==> config.mk <==
export PLATFORM = sky130hd
export DESIGN_NAME = alu_result_stage
export DESIGN_NICKNAME = d
export VERILOG_FILES = /design/src/rtl/alu_pkg.sv /design/src/rtl/result_fifo2.sv /design/src/rtl/alu_result_stage.sv
export SDC_FILE = /design/constraint.sdc
export NUM_CORES = 1
export LEC_CHECK = 0
export ABC_AREA = 1
export CAP_MARGIN = 0
export CORE_ASPECT_RATIO = 1.2
export CORE_MARGIN = 2
export CORE_UTILIZATION = 35
export DETAILED_ROUTE_END_ITERATION = 8
export GPL_TIMING_DRIVEN = 0
export SLEW_MARGIN = 10
export SYNTH_ARGS = -nofsm -noshare
export SYNTH_HDL_FRONTEND = slang
export SYNTH_SLANG_ARGS = --single-unit
==> constraint.sdc <==
create_clock -name Clock -period 3.05 [get_ports Clock]
set_input_delay 0.7625 -clock Clock [delete_from_list [all_inputs] [get_ports Clock]]
set_output_delay 0.7625 -clock Clock [all_outputs]
set_load 0.02 [all_outputs]
==> src/rtl/alu_pkg.sv <==
// Shared ALU-side definitions: flag bit positions, operation codes,
// default widths and the result-queue occupancy encoding.
package alu_pkg;

  localparam int FLAG_Z  = 0;
  localparam int FLAG_N  = 1;
  localparam int FLAG_V  = 2;
  localparam int FLAG_DZ = 3;

  localparam logic OP_DIV = 1'b0;
  localparam logic OP_MUL = 1'b1;

  localparam int ALU_DATA_W = 16;
  localparam int ALU_RD_W   = 3;

  // Queue occupancy; the encoding equals the entry count.
  typedef enum logic [1:0] {
    Q_EMPTY = 2'd0,
    Q_ONE   = 2'd1,
    Q_FULL  = 2'd2
  } qstate_e;

endpackage

==> src/rtl/result_fifo2.sv <==
// Two-entry FIFO with a dedicated head register so the output is always
// a flop. A push into an empty queue lands in the head; a push while one
// entry is held lands in the tail unless the head pops in the same cycle.
module result_fifo2
  import alu_pkg::*;
#(
  parameter int W = 19
) (
  input  logic         clk,
  input  logic         rst_n,
  input  logic         push,
  input  logic [W-1:0] push_data,
  input  logic         pop,
  output logic [W-1:0] head,
  output logic [1:0]   count,
  output logic         full,
  output logic         empty
);

  qstate_e        state_q, state_d;
  logic [W-1:0]   head_q, head_d;
  logic [W-1:0]   tail_q, tail_d;
  logic           do_push, do_pop;

  // Next-state: occupancy transitions and entry movement between head and tail.
  always_comb begin
    do_push = push & (state_q != Q_FULL);
    do_pop  = pop & (state_q != Q_EMPTY);
    state_d = state_q;
    head_d  = head_q;
    tail_d  = tail_q;
    unique case (state_q)
      Q_EMPTY: begin
        if (do_push) begin
          head_d  = push_data;
          state_d = Q_ONE;
        end
      end
      Q_ONE: begin
        case ({do_push, do_pop})
          2'b10: begin
            tail_d  = push_data;
            state_d = Q_FULL;
          end
          2'b01: state_d = Q_EMPTY;
          2'b11: head_d  = push_data;
          default: ;
        endcase
      end
      Q_FULL: begin
        if (do_pop) begin
          head_d  = tail_q;
          state_d = Q_ONE;
        end
      end
      default: state_d = Q_EMPTY;
    endcase
  end

  // State and storage registers; reset empties the queue and clears the entries.
  always_ff @(posedge clk) begin
    if (!rst_n) begin
      state_q <= Q_EMPTY;
      head_q  <= '0;
      tail_q  <= '0;
    end else begin
      state_q <= state_d;
      head_q  <= head_d;
      tail_q  <= tail_d;
    end
  end

  assign head  = head_q;
  assign count = state_q;
  assign full  = (state_q == Q_FULL);
  assign empty = (state_q == Q_EMPTY);

endmodule

==> src/rtl/alu_result_stage.sv <==
// Stage behind the ALU: queues results for register writeback, drops
// writes to the hard-wired zero register, holds the architectural flags
// that feed back into the ALU and counts overflow events for debug.
module alu_result_stage
  import alu_pkg::*;
#(
  parameter int L    = ALU_DATA_W,
  parameter int RD_W = ALU_RD_W
) (
  input  logic                Clock,
  input  logic                ResetN,
  input  logic                InValid,
  output logic                InReady,
  input  logic signed [L-1:0] InR,
  input  logic [L-1:0]        InFlags,
  input  logic [RD_W-1:0]     InRd,
  input  logic                InWriteFlags,
  output logic [L-1:0]        FlagsReg,
  output logic                OutValid,
  input  logic                OutReady,
  output logic signed [L-1:0] OutData,
  output logic [RD_W-1:0]     OutRd,
  output logic [1:0]          Count,
  output logic [7:0]          OvfCount
);

  localparam int W = L + RD_W;

  logic           accept, push, pop;
  logic           q_full, q_empty;
  logic [W-1:0]   head;
  logic [L-1:0]   flags_q, flags_d;
  logic [7:0]     ovf_cnt_q, ovf_cnt_d;

  // InReady looks only at registered occupancy, never at OutReady.
  assign InReady  = ResetN & ~q_full;
  assign accept   = InValid & InReady;
  assign push     = accept & (InRd != '0);
  assign OutValid = ~q_empty;
  assign pop      = OutValid & OutReady & ResetN;

  result_fifo2 #(
    .W(W)
  ) u_fifo (
    .clk       (Clock),
    .rst_n     (ResetN),
    .push      (push),
    .push_data ({InR, InRd}),
    .pop       (pop),
    .head      (head),
    .count     (Count),
    .full      (q_full),
    .empty     (q_empty)
  );

  assign OutData = head[W-1:RD_W];
  assign OutRd   = head[RD_W-1:0];

  // Flags update and saturating overflow count, both only on a flag-writing accept.
  always_comb begin
    flags_d   = flags_q;
    ovf_cnt_d = ovf_cnt_q;
    if (accept && InWriteFlags) begin
      flags_d = InFlags;
      if (InFlags[FLAG_V] && (ovf_cnt_q != 8'hFF)) begin
        ovf_cnt_d = ovf_cnt_q + 8'd1;
      end
    end
  end

  // Architectural flags and debug counter registers.
  always_ff @(posedge Clock) begin
    if (!ResetN) begin
      flags_q   <= '0;
      ovf_cnt_q <= '0;
    end else begin
      flags_q   <= flags_d;
      ovf_cnt_q <= ovf_cnt_d;
    end
  end

  assign FlagsReg = flags_q;
  assign OvfCount = ovf_cnt_q;

endmodule
=== Word-level counts from Yosys, hierarchy flattened ===
Cells that the tools add are included.

* Output and inout bits: 47
* Input bits: 40
* Word-level logic and storage cells: 44
* Bits in registers: 64

* Bitwise logic cells: 9
* Reduce and logical (&&, ||, !) cells: 10
* Multiplexer cells: 8
* Add/subtract/negate cells: 1
* Eq/ne operators: 11

{| class="wikitable"
|+ Operators with widths
! cell !! number
|-
| 19-bit 2-to-1 mux || 3
|-
| 19-bit one-hot mux with 3 select lines || 1
|-
| 8-bit by 1-bit adder with 8-bit output (second input constant) || 1
|-
| 8-bit != test (second input constant) || 1
|-
| 1-bit AND || 7
|-
| 2-bit equality test (second input constant) || 3
|-
| 2-bit one-hot mux with 3 select lines || 1
|-
| 3-bit nonzero test || 2
|-
| 2-bit by 1-bit equality test with 1-bit output (second input constant) || 2
|-
| 2-bit 2-to-1 mux || 2
|-
| 2-bit by 1-bit != test with 1-bit output (second input constant) || 2
|-
| 2-bit != test (second input constant) || 2
|-
| 2-bit one-hot mux with 2 select lines || 1
|-
| 2-bit AND reduction || 2
|-
| 4-bit AND reduction || 1
|-
| 3-bit by 2-bit != test with 1-bit output (second input constant) || 1
|-
| 3-bit AND reduction || 1
|-
| 1-bit logical AND || 2
|-
| 2-bit logical NOT || 1
|-
| 1-bit NOT || 2
|-
| 2-bit nonzero test || 1
|}

=== Depth between registers and ports, before layout ===
* Word-level depth: 9
* Depth in mapped cells: 15
* Mapped depth without buffers: 12

=== Cells and area by module ===
From an unflattened synthesis, not the netlist that was laid out.

* Cell total of the unflattened synthesis: 436
* Area total of the unflattened synthesis: 2887.8 um2

{| class="wikitable"
|+ Modules (own cells, without submodules)
! module !! area each (um2) !! cells each !! sequential area each (um2) !! instances
|-
| result_fifo2 || 1814.2 || 285 || 800.8 || 1
|-
| alu_result_stage || 1073.5 || 151 || 480.5 || 1
|}

=== Worst setup path before layout ===
OpenSTA, ideal clock, no wires.

* Kind: in2reg
* Start point: input ResetN
* End point: register u_fifo.head_q[2] (netlist: u_fifo.head[2])
* Setup time: 116 ps
* Path slack: 678 ps
* Stages on the path: 15
* Data required time: 2934 ps
* Path buffers: 3
* Data arrival time: 2256 ps
* Cell sequence: buf_6 -> inv_2 -> a21oi_2 -> nand3_2 -> inv_1 -> ha_1 -> nand2_1 -> nand2_1 -> nand2_1 -> inv_2 -> buf_6 -> buf_2 -> nand3_1 -> nand2_1 -> nor2_2

* Cells in the longest elaborated chain, start to end: 7
* Elaborated cells on any way between the ends: 11
* Classes of those cells: eq/ne: 4; bitwise: 6; reduce/logical: 1

{| class="wikitable"
|+ RTL lines
! element !! RTL line !! RTL
|-
| start: declaration || alu_result_stage.sv:11 || <nowiki>input logic ResetN,</nowiki>
|-
| 1-bit AND * || alu_result_stage.sv:36 || <nowiki>assign InReady = ResetN & ~q_full;</nowiki>
|-
| via InReady || alu_result_stage.sv:13 || <nowiki>output logic InReady,</nowiki>
|-
| 1-bit AND * || alu_result_stage.sv:37 || <nowiki>assign accept = InValid & InReady;</nowiki>
|-
| 1-bit AND * || alu_result_stage.sv:38 || <nowiki>assign push = accept & (InRd != '0);</nowiki>
|-
| 1-bit AND * || result_fifo2.sv:27 || <nowiki>do_push = push & (state_q != Q_FULL);</nowiki>
|-
| 2-bit equality test || result_fifo2.sv:40 || <nowiki>case ({do_push, do_pop})</nowiki>
|-
| 2-bit != test (no source line) || -- ||
|-
| 4-bit AND reduction (no source line) * || -- ||
|-
| end signal: assignment || result_fifo2.sv:64 || <nowiki>head_q <= '0;</nowiki>
|-
| end signal: assignment || result_fifo2.sv:68 || <nowiki>head_q <= head_d;</nowiki>
|-
| end: declaration || result_fifo2.sv:21 || <nowiki>logic [W-1:0] head_q, head_d;</nowiki>
|}

The timed path passes the listed nets; every way through them passes the cells marked *.
A chain may end at the register's enable or synchronous reset.

=== Worst setup path after layout ===
* Start point: input ResetN
* End point: output InReady

* Cells in the longest elaborated chain, start to end: 1

{| class="wikitable"
|+ RTL lines
! element !! RTL line
|-
| 1-bit AND || alu_result_stage.sv:36
|-
| end: declaration || alu_result_stage.sv:13
|}

Every way passes these cells.

==> results.py <==
metrics = {
    "synthesis": {
        "synth_nets": 466,
        "synth_top_area_frac": 0.414,
        "netlist_instances": 422,
        "syn_avg_cell_area_um2": 7.33,
        "yosysSeqAreaShare": 0.414,
        "synth.distinct_cells": 27,
        "synth_area_mm2": 0.00309,
        "synthArstFlopShare": 0,
        "post-synth-top-count-cell": "nand2_1",
        "synth_ff_type": "dfxtp_1",
        "synth_largest_area_cell": "dfxtp_1",
        "yosys-top-cells-count": "nand2_1 (98), dfxtp_1 (64), a21oi_1 (62), inv_1 (45), o21ai_0 (31)",
        "synth_edf_count": 0,
        "synth_seq_cells": 64,
        "ys_warn_count": 0,
        "synth_area_leaders": "dfxtp_1 (41%), nand2_1 (12%), a21oi_1 (10%), inv_1 (5.5%), o21ai_0 (5.0%)",
    },
    "worst_setup_path": {
        "start_kind": "input pin",
        "worstRegToRegCells": 14,
        "critPathKind": "input pin to output port",
        "critPathMaxFanout": 10,
        "reg2reg_slack_ns": 1.06,
        "crit_required_ns": 2.29,
        "endpoint_kind": "output port",
        "worstPathArrival_ns": 1.75,
    },
    "routing": {
        "vias_per_cell": 4.69,
        "drc_errors": 0,
        "final_antenna_net_count": 0,
        "drt_pass1_iterations": 5,
        "first_iter_violations": 155,
        "finalWirelength_um": 7830,
        "vias": 2999,
        "wl_per_cell_um": 12.2,
    },
    "place": {
        "routabilityCongestion": 0.812,
        "dp_cells": 624,
        "pre_cts_slack_ns": 0.323,
        "place_hpwl_um": 5780,
        "io_buffer_count": 85,
    },
    "power_and_ir_drop": {
        "p_per_area_mw_per_mm2": 611,
        "p_total_w": 0.00265,
        "ir_worst_vdd_mv": 0.366,
        "leakagePower_nw": 1.75,
    },
    "hold_path": {
        "worstHoldPathCells": 2,
        "worstHoldPathType": "flop to flop",
    },
    "clock_network": {
        "ctsLongestPathBuffers": 2,
        "post_cts_resized": 0,
        "clock_latency_ns": 0.35,
        "hold_buffers": 0,
        "path_clk_slew_ns": 0.08,
        "cts_root_buf": "clkbuf_8",
        "cts.sinks": 64,
        "cts_tree": "yes",
        "post_cts_buffers": 0,
        "cts-htree-levels": 3,
        "cts_inserted_buffers": 9,
    },
    "floorplan": {
        "die-area_mm2": 0.00960,
        "core-area_mm2": 0.00856,
        "die_y_um": 107,
        "num_rows": 37,
        "io_pins": 87,
        "start_util": 0.361,
        "die_x_um": 89.8,
    },
    "grt": {
        "antenna_found_initial": 0,
        "grt_max_degree": 13,
        "grt_pass1_vias": 2872,
        "grt_pass1_wl_um": 13100,
        "track_usage": 0.170,
        "globalRouteOverflowTotal": 0,
    },
    "sta": {
        "worstMarginPinSlew_ns": 0.476,
        "setup_viol": 0,
        "final.min_clock_period_ns": 2.52,
        "drv_slew": 0,
        "relSlewSlack": 0.683,
        "setup_slack_ns": 0.534,
        "setup_tns_ns": 0,
        "grt_setup_unrepaired": "no",
        "finalClockSkew_ns": 0.00506,
        "min_period_over_period": 0.825,
        "clock.fmax_mhz": 397,
        "final-hold-violation-count": 0,
    },
    "final_layout": {
        "diodes": 0,
        "syn_to_final_growth_pct": 40.1,
        "layout.cells.non_filler": 640,
        "fin_nets": 562,
        "fillCellCount": 879,
        "final_layout_size_suffix_gt1_frac": 0.151,
        "final_util": 0.506,
    },
    "flow_run": {
        "max_cap_violations": 0,
    },
    "outcome": {
        "status": "finished, final reports clean",
    },
}
## per-stage QoR
stage	hold slack [ns]	area (um2)
detailed placement	0.438	4090
floorplan	0.425	3090
global placement	0.435	4090
finish	0.449	4330
global route	0.467	4330
CTS	0.450	4330
## metal layers
metal / wire length (um) / share of wire / global-route usage / up-vias
met3: 623 / 0.080 / 0.0555 / 15
met5: 0 / 0 / 0 / -
met4: 176 / 0.022 / 0.0813 / 0
met2: 3660 / 0.47 / 0.286 / 85
met1: 3370 / 0.43 / 0.195 / 1369
li1: - / - / - / 1530
## worst max-delay path, stage by stage
cell	delay, ns
buf_6	0.13
inv_2	0.08
a21oi_2	0.15
clkdlybuf4s50_1	0.64
## report_power, final
part	switching, W	leakage (nW)	internal, W	total, W
combinational	0.000424	1.11	0.000353	0.000778
sequential	0.0000496	0.522	0.000927	0.000977
clock	0.000349	0.119	0.000544	0.000893
## final timing paths
kind / startpoint / to
min: u_fifo.tail_q[10] / u_fifo.tail_q[10]
max: ResetN / InReady
max reg2reg: u_fifo.count[0] / u_fifo.head[2]
min reg2reg: u_fifo.tail_q[10] / u_fifo.tail_q[10]
## state kept, by name, summed over array words and instances (netlist names)
| name | count |
|---|---|
| u_fifo.count | 2 |
| u_fifo.head | 19 |
| FlagsReg | 16 |
| u_fifo.tail_q | 19 |
| OvfCount | 8 |
## layout make-up
type,count,area (um2),share of cell area
buffer,25,186,0.0430
clock buffer,9,124,0.0286
clock inverter,7,120,0.0277
inverter,53,199,0.0459
multi-input combinational,280,1430,0.329
sequential,64,1280,0.296
tap,117,146,0.0338
timing repair buffer,85,851,0.196
## cells by family after synthesis
kind of cell             Yosys count  synth area share
buffers and inverters             78             0.125
AO/OA/AOI/OAI                    105             0.185
adder cells (fa/ha/maj)            4            0.0162
flip-flops                        64             0.414
AND/OR/NAND/NOR                  168             0.252
XOR/XNOR                           3           0.00850
## placed cells by master, fill, tap and decap left out, drive strengths merged
| master | count |
|---|---|
| nand2 | 101 |
| clkdlybuf4s50 | 85 |
| dfxtp | 64 |
| a21oi | 63 |
| inv | 53 |
| o21ai | 42 |
| nor2 | 37 |
| nand3 | 25 |
| buf | 19 |
| clkbuf | 15 |
| ha | 4 |
| xor2 | 3 |
| bufinv | 3 |
| clkinv | 3 |
| nand4 | 1 |
| nor3 | 1 |
| and2 | 1 |
| nand3b | 1 |
| nor3b | 1 |
| clkinvlp | 1 |
Power figures use the tool's default switching activity.
